[src/rtl/s2t_pkg.sv]
// s2t_pkg: shared definitions for the s2t (inverse t2s) coefficient reorder.
//   VEC_LEN     - fixed vector length handled by the t2s/s2t pair
//   coef_vec_t  - full vector of signed coefficients at the default width
//   t2s_index   - forward t2s map f(pos) for group size n and depth
//   max_depth   - largest depth that keeps the active window L >= n
package s2t_pkg;

    localparam int VEC_LEN = 32;
    localparam int COEF_W  = 16;

    typedef logic signed [COEF_W-1:0] coef_t;
    typedef coef_t [VEC_LEN-1:0]      coef_vec_t;

    // Forward map: positions inside the window L = VEC_LEN >> depth are
    // interleaved within groups of n; the first half of each group takes
    // pairs from the front, the second half takes pairs from the back.
    // Positions outside the window pass straight through.
    function automatic int t2s_index(input int pos, input int n, input int depth);
        int r;
        int p;
        int base;
        if (pos >= (VEC_LEN >> depth)) return pos;
        r    = pos % n;
        p    = r % 2;
        base = (pos / n) * n;
        if (((pos / (n / 2)) % 2) == 0) return base + 2 * r - p;
        return base + n - 1 - 2 * (r - p - n / 2) - (1 - p);
    endfunction

    // log2(VEC_LEN / n): deepest setting where the window still spans a group.
    function automatic int max_depth(input int n);
        int d;
        d = 0;
        while ((n << d) < VEC_LEN) d++;
        return d;
    endfunction

endpackage

[src/rtl/s2t_perm.sv]
// s2t_perm: combinational inverse-t2s permutation of one full vector.
//   vec_in  - collected vector in t2s order
//   depth   - clamped depth; window L = VEC_LEN >> depth
//   vec_out - vec_out[pos] = vec_in[f(pos)] inside the window, else vec_in[pos]
module s2t_perm
    import s2t_pkg::*;
#(
    parameter int WIDTH = 16,
    parameter int N     = 32
) (
    input  logic [VEC_LEN-1:0][WIDTH-1:0] vec_in,
    input  logic [2:0]                    depth,
    output logic [VEC_LEN-1:0][WIDTH-1:0] vec_out
);

    // The in-window source index is a per-position constant; depth only
    // decides whether a position is inside the window, so each output is a
    // 2:1 mux rather than a full 32:1 crossbar.
    for (genvar pos = 0; pos < VEC_LEN; pos++) begin : g_pos
        localparam int SRC = t2s_index(pos, N, 0);
        logic in_window;
        assign in_window    = (pos < (VEC_LEN >> depth));
        assign vec_out[pos] = in_window ? vec_in[SRC] : vec_in[pos];
    end

endmodule

[src/rtl/s2t_stream.sv]
// s2t_stream: collects a 32-coefficient vector as LANES-wide beats, undoes
// the t2s reorder and presents the restored vector on a registered,
// back-pressurable output. Collection of the next frame overlaps the hold
// of the current output; only the final beat of a frame can stall.
//   clk, rst    - clock, asynchronous active-high reset
//   in_valid    - beat valid;   in_ready - beat accepted when both high
//   in_data     - beat k carries collected[k*LANES + j] on lane j
//   in_last     - final-beat marker (checked against the beat count only)
//   in_depth    - frame depth, sampled on beat 0
//   out_valid   - restored vector valid; out_ready - downstream accept
//   out_vector  - restored vector;  out_depth - clamped depth used
//   err         - sticky framing error (in_last on the wrong beat)
module s2t_stream
    import s2t_pkg::*;
#(
    parameter int WIDTH = 16,
    parameter int N     = 32,
    parameter int LANES = 4
) (
    input  logic                                 clk,
    input  logic                                 rst,
    input  logic                                 in_valid,
    output logic                                 in_ready,
    input  logic signed [LANES-1:0][WIDTH-1:0]   in_data,
    input  logic                                 in_last,
    input  logic        [2:0]                    in_depth,
    output logic                                 out_valid,
    input  logic                                 out_ready,
    output logic signed [VEC_LEN-1:0][WIDTH-1:0] out_vector,
    output logic        [2:0]                    out_depth,
    output logic                                 err
);

    localparam int               BEATS     = VEC_LEN / LANES;
    localparam int               CNT_W     = (BEATS > 1) ? $clog2(BEATS) : 1;
    localparam logic [2:0]       MAX_D     = 3'(max_depth(N));
    localparam logic [CNT_W-1:0] LAST_BEAT = CNT_W'(BEATS - 1);

    logic [CNT_W-1:0]              beat_cnt;
    logic [2:0]                    depth_q;
    logic [LANES-1:0][WIDTH-1:0]   beat_buf [2**CNT_W];
    logic [VEC_LEN-1:0][WIDTH-1:0] frame_vec;
    logic [VEC_LEN-1:0][WIDTH-1:0] perm_vec;
    logic                          last_beat;
    logic                          accept;
    logic                          done;
    logic [2:0]                    beat_depth;
    logic [2:0]                    frame_depth;

    assign last_beat = (beat_cnt == LAST_BEAT);

    // Only the completing beat needs a free output slot; a handshake in the
    // same cycle frees it, so full throughput holds with out_ready high.
    assign in_ready = !(last_beat && out_valid && !out_ready);
    assign accept   = in_valid && in_ready;
    assign done     = accept && last_beat;

    // Clamp so the active window never becomes smaller than one group.
    assign beat_depth  = (in_depth > MAX_D) ? MAX_D : in_depth;
    // Single-beat frames complete on beat 0, before the latch can be used.
    assign frame_depth = (beat_cnt == '0) ? beat_depth : depth_q;

    // Collection storage needs no reset: every slot is rewritten each frame.
    always_ff @(posedge clk) begin
        if (accept) beat_buf[beat_cnt] <= in_data;
    end

    // The final beat is fed straight from the input so the permuted vector
    // can be registered on the same edge that accepts it.
    for (genvar b = 0; b < BEATS; b++) begin : g_frame
        if (b == BEATS - 1) begin : g_live
            assign frame_vec[b*LANES +: LANES] = in_data;
        end else begin : g_held
            assign frame_vec[b*LANES +: LANES] = beat_buf[b];
        end
    end

    s2t_perm #(
        .WIDTH (WIDTH),
        .N     (N)
    ) u_perm (
        .vec_in  (frame_vec),
        .depth   (frame_depth),
        .vec_out (perm_vec)
    );

    always_ff @(posedge clk or posedge rst) begin
        if (rst) begin
            beat_cnt   <= '0;
            depth_q    <= '0;
            out_valid  <= 1'b0;
            out_vector <= '0;
            out_depth  <= '0;
            err        <= 1'b0;
        end else begin
            if (accept) begin
                beat_cnt <= last_beat ? '0 : beat_cnt + 1'b1;
                if (beat_cnt == '0) depth_q <= beat_depth;
                // in_last is only audited; the beat count owns framing.
                if (in_last != last_beat) err <= 1'b1;
            end
            // A completing frame wins over a clear: a handshake and a new
            // frame in the same cycle keeps out_valid high with new data.
            if (done) begin
                out_valid  <= 1'b1;
                out_vector <= perm_vec;
                out_depth  <= frame_depth;
            end else if (out_valid && out_ready) begin
                out_valid <= 1'b0;
            end
        end
    end

endmodule

[config.mk]
export PLATFORM = sky130hd
export DESIGN_NAME = s2t_stream
export DESIGN_NICKNAME = d
export VERILOG_FILES = /design/src/rtl/s2t_pkg.sv /design/src/rtl/s2t_perm.sv /design/src/rtl/s2t_stream.sv
export SDC_FILE = /design/constraint.sdc
export NUM_CORES = 2
export LEC_CHECK = 0
export ABC_CLOCK_PERIOD_IN_PS = 23500
export CORE_ASPECT_RATIO = 0.75
export CORE_UTILIZATION = 36
export DETAILED_ROUTE_END_ITERATION = 8
export PLACE_DENSITY = 0.65
export SLEW_MARGIN = 25
export SYNTH_ARGS = -nofsm -noshare
export SYNTH_HDL_FRONTEND = slang
export SYNTH_SLANG_ARGS = --single-unit
[constraint.sdc]
create_clock -name clk -period 23.5 [get_ports clk]
set_clock_uncertainty 0.1 [all_clocks]
set_input_delay 3.525 -clock clk [delete_from_list [all_inputs] [get_ports clk]]
set_output_delay 3.525 -clock clk [all_outputs]
set_load 0.005 [all_outputs]
==> flow_summary.toml <==
[run_status]
outcome = "finished, final reports clean"

[cts]
clk_root_buffer_cell = "clkbuf_16"
holdBufCountCts = 0
post-cts-setup-buffer-count = 0
clk_transition_reported_paths_ns = 0.06
cts-htree-levels = 3
tritoncts = "built"
tritoncts.num_buffers = 98
cts_buffer_depth = 3
clock-sinks = 971
postCtsResizedCells = 0
worst_skew_pair.late_latency_ns = 0.70

[detailed_routing]
drt-total-wl_mm = 166
drt_iter0_markers = 3912
drt.antenna.violating_nets = 0
routed-via-count = 32300
post-route-drc-count = 0
route.detailed.vias_per_inst = 6.15
detailedRoute.firstPassIterationCount = 6
wirelength_per_cell_um = 31.5

[worst_setup_path]
r2r_cells = 8
setup.worst_path.start_class = "input port"
reg2reg_from = "beat_cnt[0]"
timing.critical_path.required_ns = 19.88
worst_ep_arrival_time_ns = 5.03
worst_r2r_endpoint = "out_vector[346]"
critPathCaptureType = "primary output"
critical_path_class = "in2out"
reg2reg_setup_slack_ns = 18.21
cp_max_fo = 4

[global_routing]
antenna_violations_before_repair = 19
grt_use_met3_pct = 9.39
met2_demand_to_capacity_share_in_global_routing_pct = 43.4
grtUsageMet1_pct = 39.2
grt.busiest_layer = "met2"
overflow = 0
grt_start_max_net_pins = 213
grt_pass1_wl_mm = 232
via_count_of_the_first_global_routing_pass = 30500
grt.total_usage_pct = 29.0

[power_and_ir_drop]
cellLeakagePower_uw = 0.0170
power_density_nw_per_um2 = 137
vdd_ir_drop_max_v = 0.000108

[synth]
synth_enable_flop_cells = 448
synth-warning-count = 0
synth_cells = 3353
ys.flop_type = "dfrtp_1"
synthArstFlopShare_pct = 53.9
synthesis.area_sq_um = 39600
synth_top_area_cell = "edfxtp_1"
post_synth.cell_area_avg_sq_um = 11.8
flip_flop_and_latch_count_after_synthesis = 971
synth_cell_types = 39
part_of_the_yosys_area_used_for_sequential_elements_pct = 67.1
synth_top_area_cells = "edfxtp_1, dfrtp_1, a31oi_1"
synth_fp_nets = 3428
fraction_of_post_synthesis_cell_area_in_the_top_cell_type_by_area_pct = 34.0

[final_layout]
mostFrequentLayoutCell = "clkdlybuf4s50_1"
num-nets-final = 3810
layout_common_cells = "clkdlybuf4s50_1, dfrtp_1, o21ai_0, a31oi_1, a21oi_1"
final_layout_size_suffix_gt1_share_pct = 8.66
stdcell_area_sq_um = 49500
areaGrowthSynthToFinish_pct = 25.0

[sta]
grt_setup_unrepaired = "no"
final_period_minus_worst_setup_slack_ns = 8.66
final-hold-violation-count = 0
slew_headroom_pct = 17.8
final.setup.tns_ns = 0
timing_max_transition_violations_final = 0
period_share_pct = 36.8
peak_clock_frequency_supported_by_timing_mhz = 116
count_of_endpoints_failing_setup_in_the_final_report = 0
max_slew.worst_pin.slew_ns = 1.23

[min_path]
kind_of_path_behind_the_tightest_hold_check = "reg2reg"
min_delay_worst_endpoint = "out_vector[22]"
hold_path_depth = 1
hold_path.startpoint = "beat_buf[0][22]"

[placement]
gp_routability_congestion = 0.852
dp.final_hpwl_mm = 100
io_buffer_count = 586
placedInstanceArea_sq_um = 46000

[floorplanning]
top_level_ports = 590
floorplan_die_height_um = 289
die_area_sq_um = 111000
initial_core_util_pct = 36.6
die_w_um = 385
std_cell_rows = 104
core_area_sq_um = 108000

[run]
number_of_max_cap_violations = 0
area by class of cell:
class,instances,area (sq um)
Clock buffer,140,2800
Antenna cell,9,22.5
Tap cell,1431,1790
Fill cell,9877,58700
Clock inverter,46,518
Sequential cell,971,26500
Inverter,5,26.3
Timing Repair Buffer,660,6560
Multi-Input combinational cell,1999,11200
power breakdown:
part           total (uW)  switching [uW]  leakage (uW)  internal [uW]
Combinational        2400            1290       0.00536           1110
Clock                1640             711       0.00161            932
Sequential           2710             362        0.0101           2350
Total                6760            2360        0.0170           4390
logic make-up (layout without fill, tap and decap cells):
group	count (synthesis)	count (layout)	share of synthesized area (%)
buffers and inverters	383	851	4.83
and+or+nand+nor	510	510	7.08
adders and majority gates	3	3	0.0949
other	0	9	0
xor gates and xnor gates	1	1	0.0221
AOI/OAI and AO/OA	1452	1452	20.0
muxes	33	33	0.939
DFF	971	971	67.1
state kept, by name, summed over array words and instances (netlist names):
register / count
out_vector: 512
out_depth: 3
err: 1
out_valid: 1
depth_q: 3
beat_buf: 448
beat_cnt: 3
synthesized netlist by cell type (2+ instances only):
cell / count
dfrtp_1: 523
a21o_1: 2
o21a_1: 2
a21oi_1: 480
nand2_1: 7
inv_1: 5
a31oi_1: 481
nand2b_1: 3
nand3_1: 436
ha_1: 3
mux2_2: 31
buf_4: 11
edfxtp_1: 448
clkbuf_1: 162
o21ai_0: 481
o21ai_1: 2
nor2_1: 3
buf_2: 176
buf_6: 28
nand4_1: 2
mux2_1: 2
nand3_2: 45
nor3_1: 4
metal layers:
| metal | vias up | part of all wire, % | routed length (um) |
|---|---|---|---|
| li1 | 13600 | - | - |
| met1 | 16600 | 40 | 65800 |
| met2 | 1853 | 45 | 74300 |
| met3 | 294 | 11 | 18900 |
| met4 | 6 | 4.1 | 6750 |
| met5 | - | 0.023 | 38 |
how the worst max path moves through the flow:
| stage | from | to | slack, ns | cells after the start |
|---|---|---|---|---|
| CTS | out_ready | in_ready | 14.81 | 3 |
| detailed placement | out_ready | in_ready | 14.83 | 3 |
| floorplan | rst | beat_cnt[0] | 5.26 | 1 |
| global route | out_ready | in_ready | 14.73 | 3 |
| finish | out_ready | in_ready | 14.84 | 3 |
| global placement | out_ready | in_ready | 14.83 | 3 |
worst max-delay path, cell delays in order:
cell	delay (ns)
clkdlybuf4s50_1	0.50
nand3b_1	0.24
clkdlybuf4s50_1	0.76
stage by stage:
stage,power (uW),hold slack [ns],cells,setup slack (ns),util [%]
floorplan,3620,0.339,3353,5.26,-
global placement,5080,0.343,5062,14.83,42.6
detailed placement,5120,0.358,5063,14.83,42.6
CTS,6760,0.370,5249,14.81,45.6
global route,7050,0.378,5254,14.73,45.7
finish,6760,0.366,5261,14.84,45.7
Power figures use the tool's default switching activity.
